$ cat config.mk
export PLATFORM = sky130hd
export DESIGN_NAME = cpu_data_responder
export DESIGN_NICKNAME = d
export VERILOG_FILES = /design/src/rtl/cpu_data_responder.sv
export SDC_FILE = /design/constraint.sdc
export NUM_CORES = 2
export LEC_CHECK = 0
export BUFFER_PORTS_ARGS = -buffer_cell sky130_fd_sc_hd__buf_2
export CAP_MARGIN = 20
export CORE_MARGIN = 4
export CORE_UTILIZATION = 45
export CTS_CLUSTER_DIAMETER = 200
export DETAILED_ROUTE_END_ITERATION = 6
export HOLD_SLACK_MARGIN = 0.05
export MAX_ROUTING_LAYER = met4
export RECOVER_POWER = 50
export SLEW_MARGIN = 20
export SYNTH_ARGS = -nofsm -noshare
export SYNTH_HDL_FRONTEND = slang
export SYNTH_SLANG_ARGS = --single-unit
$ cat constraint.sdc
create_clock -name clock -period 6.5 [get_ports clock]
set_clock_uncertainty 0.1 [all_clocks]
set_input_delay 0.325 -clock clock [delete_from_list [all_inputs] [get_ports clock]]
set_output_delay 0.325 -clock clock [all_outputs]
set_load 0.01 [all_outputs]
$ cat src/rtl/cpu_data_responder.sv
`timescale 1ns/1ps
// Purpose: CPU data-memory responder - word RAM plus memory-mapped board I/O bank.
// Latency: reads are combinational (0 cycles); writes commit at the next rising clock edge.
// Backpressure: none - every access completes in the cycle it is presented.
//
// Ports:
//   clock, reset     - single clock domain, asynchronous active-high reset
//   addr, wdata      - byte address (addr[1:0] ignored) and store data from the MEM stage
//   wmem             - store strobe for this cycle
//   rdata            - read data, combinational from addr and current state
//   sw, key          - raw board switches / push-buttons (asynchronous, synchronised here)
//   led, hex         - LED register and 6-digit 7-segment value register
//   timer_irq        - reload timer expired flag
//
// Address map: addr[31]=0 selects RAM (word index addr[ADDR_W+1:2], upper bits alias),
// addr[31]=1 selects the I/O bank (offset addr[4:2]):
//   0 sw (RO)  1 key (RO)  2 led (RW)  3 hex (RW)  4 cycle counter (RO)
//   5 timer reload (RW)  6 expired flag (RW1C)  7 zero (RO)
module cpu_data_responder #(
    parameter int ADDR_W = 6,
    parameter int SW_W   = 10,
    parameter int LED_W  = 10
) (
    input  logic              clock,
    input  logic              reset,
    input  logic [31:0]       addr,
    input  logic [31:0]       wdata,
    input  logic              wmem,
    output logic [31:0]       rdata,
    input  logic [SW_W-1:0]   sw,
    input  logic [3:0]        key,
    output logic [LED_W-1:0]  led,
    output logic [23:0]       hex,
    output logic              timer_irq
);

    localparam int RAM_DEPTH = 2 ** ADDR_W;

    // I/O register offsets within the bank
    localparam logic [2:0] OFF_SW     = 3'd0;
    localparam logic [2:0] OFF_KEY    = 3'd1;
    localparam logic [2:0] OFF_LED    = 3'd2;
    localparam logic [2:0] OFF_HEX    = 3'd3;
    localparam logic [2:0] OFF_CYCLE  = 3'd4;
    localparam logic [2:0] OFF_RELOAD = 3'd5;
    localparam logic [2:0] OFF_EXPIRE = 3'd6;

    // ------------------------------------------------------------------
    // Address decode
    // ------------------------------------------------------------------
    logic              io_sel;
    logic [ADDR_W-1:0] ram_idx;
    logic [2:0]        io_off;
    logic              ram_we;
    logic              io_we;

    assign io_sel  = addr[31];
    assign ram_idx = addr[ADDR_W+1:2];
    assign io_off  = addr[4:2];
    assign ram_we  = wmem & ~io_sel;
    assign io_we   = wmem &  io_sel;

    // Address bits that only alias; collected so they are visibly intentional.
    logic unused_addr_bits;
    assign unused_addr_bits = &{1'b0, addr[30:ADDR_W+2], addr[1:0]};

    // ------------------------------------------------------------------
    // Data RAM: asynchronous read, synchronous write, never reset.
    // A same-cycle read of the word being written sees the old contents
    // because the array only updates at the edge.
    // ------------------------------------------------------------------
    logic [31:0] ram [0:RAM_DEPTH-1];

    always_ff @(posedge clock) begin
        if (ram_we) begin
            ram[ram_idx] <= wdata;
        end
    end

    // ------------------------------------------------------------------
    // Input synchronisers (two flops each)
    // ------------------------------------------------------------------
    logic [SW_W-1:0] sw_meta;
    logic [SW_W-1:0] sw_sync;
    logic [3:0]      key_meta;
    logic [3:0]      key_sync;

    always_ff @(posedge clock or posedge reset) begin
        if (reset) begin
            sw_meta  <= '0;
            sw_sync  <= '0;
            key_meta <= '0;
            key_sync <= '0;
        end else begin
            sw_meta  <= sw;
            sw_sync  <= sw_meta;
            key_meta <= key;
            key_sync <= key_meta;
        end
    end

    // ------------------------------------------------------------------
    // Output registers, cycle counter and reload timer
    // ------------------------------------------------------------------
    logic [LED_W-1:0] led_r;
    logic [23:0]      hex_r;
    logic [31:0]      cycle_cnt;
    logic [31:0]      reload;
    logic [31:0]      tcnt;
    logic             expired;

    logic wr_reload;
    logic wr_clear;
    logic tcnt_last;
    logic tick;

    assign wr_reload = io_we && (io_off == OFF_RELOAD);
    assign wr_clear  = io_we && (io_off == OFF_EXPIRE) && wdata[0];
    assign tcnt_last = (tcnt <= 32'd1);
    // A reload write restarts the period, so it suppresses any expiry due on that edge.
    assign tick      = !wr_reload && (reload != 32'd0) && tcnt_last;

    always_ff @(posedge clock or posedge reset) begin
        if (reset) begin
            led_r     <= '0;
            hex_r     <= '0;
            cycle_cnt <= '0;
            reload    <= '0;
            tcnt      <= '0;
            expired   <= 1'b0;
        end else begin
            cycle_cnt <= cycle_cnt + 32'd1;

            if (io_we && (io_off == OFF_LED)) begin
                led_r <= wdata[LED_W-1:0];
            end
            if (io_we && (io_off == OFF_HEX)) begin
                hex_r <= wdata[23:0];
            end

            // Down-counter: the period is exactly `reload` cycles because the
            // counter reloads on the cycle it would otherwise reach zero.
            if (wr_reload) begin
                reload <= wdata;
                tcnt   <= wdata;
            end else if (reload == 32'd0) begin
                tcnt <= '0;
            end else if (tcnt_last) begin
                tcnt <= reload;
            end else begin
                tcnt <= tcnt - 32'd1;
            end

            // Set has priority over a coincident write-one-to-clear.
            if (tick) begin
                expired <= 1'b1;
            end else if (wr_clear) begin
                expired <= 1'b0;
            end
        end
    end

    assign led       = led_r;
    assign hex       = hex_r;
    assign timer_irq = expired;

    // ------------------------------------------------------------------
    // Read mux
    // ------------------------------------------------------------------
    logic [31:0] io_rdata;

    always_comb begin
        io_rdata = '0;
        case (io_off)
            OFF_SW:     io_rdata[SW_W-1:0]  = sw_sync;
            OFF_KEY:    io_rdata[3:0]       = key_sync;
            OFF_LED:    io_rdata[LED_W-1:0] = led_r;
            OFF_HEX:    io_rdata[23:0]      = hex_r;
            OFF_CYCLE:  io_rdata            = cycle_cnt;
            OFF_RELOAD: io_rdata            = reload;
            OFF_EXPIRE: io_rdata[0]         = expired;
            default:    io_rdata            = '0;
        endcase
    end

    assign rdata = io_sel ? io_rdata : ram[ram_idx];

endmodule

==> impl_metrics.yaml <==
critical_path:
  crit_fanout: 21
  criticalPathCategory: "in2out"
  end_kind: "output pin"
  cp_slowest_cell: "a31oi_1"
  worstSetupStartpoint: "addr[7]"
  reg2reg_to: "tcnt[26]"
  r2r-start: "tcnt[26]"
  crit_required_ns: 6.07
  critical_path.cell_chain: "buf_2 -> inv_1 -> buf_4 -> nor2_2 -> buf_4 -> a22oi_1 -> a21oi_1 -> a31oi_1 -> a31oi_1 -> buf_2"
  slowest_delay_ns: 0.83
  start_kind: "primary input"
  ff2ff_path_depth: 6
  worstSetupEndpoint: "rdata[24]"
  r2r_setup_slack_ns: 3.51
  arrival_ns: 4.31
grt:
  grtUsageTotal_pct: 27.1
  antenna_found_initial: 16
  grt_pass1_wl_mm: 362
  grt_max_degree: 84
  overflow: 0
  grt_pass1_vias: 45082
synthesis:
  synth.cell_area_um2: 85900
  syn_nets: 4276
  yosysWarnings: 0
  ys_seq_elements: 2207
  synth_edf_count: 2048
  syn_inst: 4192
  synth_top_area_share_pct: 71.6
  yosysMostFrequentCell: "edfxtp_1"
  yosysUniqueCellTypes: 72
  synth.largest_area_cell: "edfxtp_1"
  synth_seq_area_share_pct: 76.2
  synth-main-ff-cell: "edfxtp_1"
  async_reset_ff_share_pct: 7.20
  synth_commonest_cells: "edfxtp_1, mux4_2, nand2_1"
  ys_top_cells_by_area: "edfxtp_1, mux4_2, dfrtp_1, mux2i_1, a22oi_1"
  syn_area_per_cell_um2: 20.5
placed_design:
  dp_slack_ns: 1.76
  gp_congestion: 0.865
  io_buffer_count: 122
  placed_area_um2: 90800
  place_hpwl_mm: 161
status:
  outcome: "finished with violations"
  violations: "max-capacitance violations, max-slew violations"
clocking:
  postCtsSetupBuffers: 0
  insertion_delay_ns: 0.86
  cts-resized-gates: 0
  clockBufferDepth: 3
  cts-root-buf: "clkbuf_16"
  h-tree-depth: 4
  clkSlewWorstSetupHoldPaths_ns: 0.06
  cts_buffers: 220
  holdBufCountCts: 44
  cts_sinks: 2207
  cts_tree: "built"
detailed_routing:
  wl_per_cell_um: 35.9
  wirelength_mm: 261
  drt_first_pass_iters: 6
  vias_per_cell: 6.31
  drc: 0
  vias: 45978
  antenna_left: 0
  drtIter0Drc: 6925
floorplan:
  die_h_um: 445
  fp.dieW_um: 445
  start_util_pct: 45.2
  io_pins: 148
  dieArea_um2: 198000
  num_rows: 160
  core_area_um2: 190000
power:
  switchingPower_uw: 7150
  ir_drop_mv: 0.305
  total_power_uw: 30700
  clockPowerShare_pct: 40.9
  p_sw_share_pct: 23.3
  leakage_uw: 0.0318
  pwr-share-comb_pct: 6.9
  internal-power_uw: 23600
  seqPwrFrac_pct: 52.2
  power.density_nw_per_um2: 313
sta:
  min_period_ns: 4.73
  setup-tns-final_ns: 0
  setup_viol: 0
  max_freq_ghz: 0.211
  relSlewSlack_pct: -175
  fin_ws_ns: 1.77
  period_share_pct: 72.8
  slew_viol_final: 2257
  hold_viol: 0
  whs_ns: 0.202
  rsz0062_at_grt: "no"
  worst_pin_slew_ns: 4.13
run:
  drv_cap: 35
layout:
  design_area_um2: 98300
  nets: 4659
  n_fill_cell: 14913
  drive_gt1_share_pct: 25.6
  syn_to_final_growth_pct: 14.4
min_path:
  hold_path_depth: 4
  hold_class: "in2reg"
## critical path: cells and delay by family
| family | cells | cell delay, ns |
|---|---|---|
| AO/OA/AOI/OAI | 4 | 1.36 |
| buffers and inverters | 5 | 2.38 |
| AND/OR/NAND/NOR | 1 | 0.18 |
## power groups by stage
stage	Sequential [uW]	Combinational [uW]	Clock [uW]
floorplan	16200	1160	0
finish	16000	2130	12600
global route	16100	2270	13300
detailed placement	16300	2130	0
CTS	16000	2160	12700
global placement	16300	2100	0
## cell usage in the layout (no fill, tap or decap), drive strengths merged, types with 15 or more instances in the layout
cell type | netlist | routed
bufinv | 0 | 17
mux2i | 134 | 134
clkinv | 2 | 111
dlygate4sd3 | 0 | 46
xor2 | 25 | 25
edfxtp | 2048 | 2048
nor4 | 23 | 23
a22oi | 106 | 106
o211ai | 17 | 17
nand3 | 65 | 65
nor2 | 174 | 174
mux4 | 489 | 489
nand4 | 15 | 15
o22ai | 18 | 18
mux2 | 50 | 50
a221oi | 25 | 25
buf | 139 | 271
a22o | 27 | 27
nor3 | 28 | 28
inv | 12 | 17
a21oi | 67 | 67
xnor2 | 27 | 27
o21ai | 85 | 85
a31oi | 24 | 24
clkbuf | 89 | 351
dfrtp | 159 | 159
nand2 | 207 | 207
## metrics by stage
stage / util (%) / cells
2_1_floorplan: - / 4192
3_3_place_gp: 47.8 / 6814
3_5_place_dp: 47.8 / 6817
4_1_cts: 51.8 / 7274
5_1_grt: 51.7 / 7281
6_report: 51.7 / 7284
## flip-flops by register name, summed over array words and instances (netlist names)
signal,cells
sw_meta,10
cycle_cnt,32
hex,24
tcnt,32
key_meta,4
led,10
ram,2048
key_sync,4
timer_irq,1
sw_sync,10
reload,32
## logic make-up after synthesis
| logic type | Yosys count | synth area share [%] |
|---|---|---|
| multiplexers | 673 | 15.0 |
| AO/OA/AOI/OAI | 443 | 3.53 |
| AND/OR/NAND/NOR | 572 | 3.04 |
| buffers and inverters | 242 | 1.59 |
| adder cells (fa/ha/maj) | 3 | 0.0437 |
| XOR/XNOR | 52 | 0.530 |
| flip-flops | 2207 | 76.2 |
## how the worst min path moves through the flow
stage	to	start	slack, ns
final	led[8]	addr[31]	0.20
after floorplan	key_sync[0]	key_meta[0]	0.23
after global placement	sw_sync[2]	sw_meta[2]	0.24
after CTS	ram[7][15]	wdata[15]	0.05
after detailed placement	sw_sync[2]	sw_meta[2]	0.23
after global routing	led[9]	addr[31]	0.20
## metal layers
| layer | vias up | track usage, % | share of wire, % | wire length (um) |
|---|---|---|---|---|
| li1 | 18189 | - | - | - |
| met1 | 24678 | 37.4 | 39 | 103000 |
| met2 | 2667 | 40.4 | 46 | 121000 |
| met3 | 444 | 6.09 | 11 | 27900 |
| met4 | 0 | 8.92 | 3.8 | 9890 |
| met5 | - | - | 0 | 0 |
## final cells by class
| type | count | area (um2) | area share (%) |
|---|---|---|---|
| Antenna cell | 7 | 17.5 | 0.0178 |
| Clock buffer | 279 | 5800 | 5.90 |
| Multi-Input combinational cell | 1743 | 19600 | 19.9 |
| Tap cell | 2511 | 3140 | 3.20 |
| Timing Repair Buffer | 389 | 2850 | 2.90 |
| Inverter | 14 | 56.3 | 0.0573 |
| Sequential cell | 2207 | 65500 | 66.6 |
| Clock inverter | 134 | 1320 | 1.34 |
Note: power is estimated with default switching activity, not from simulation.
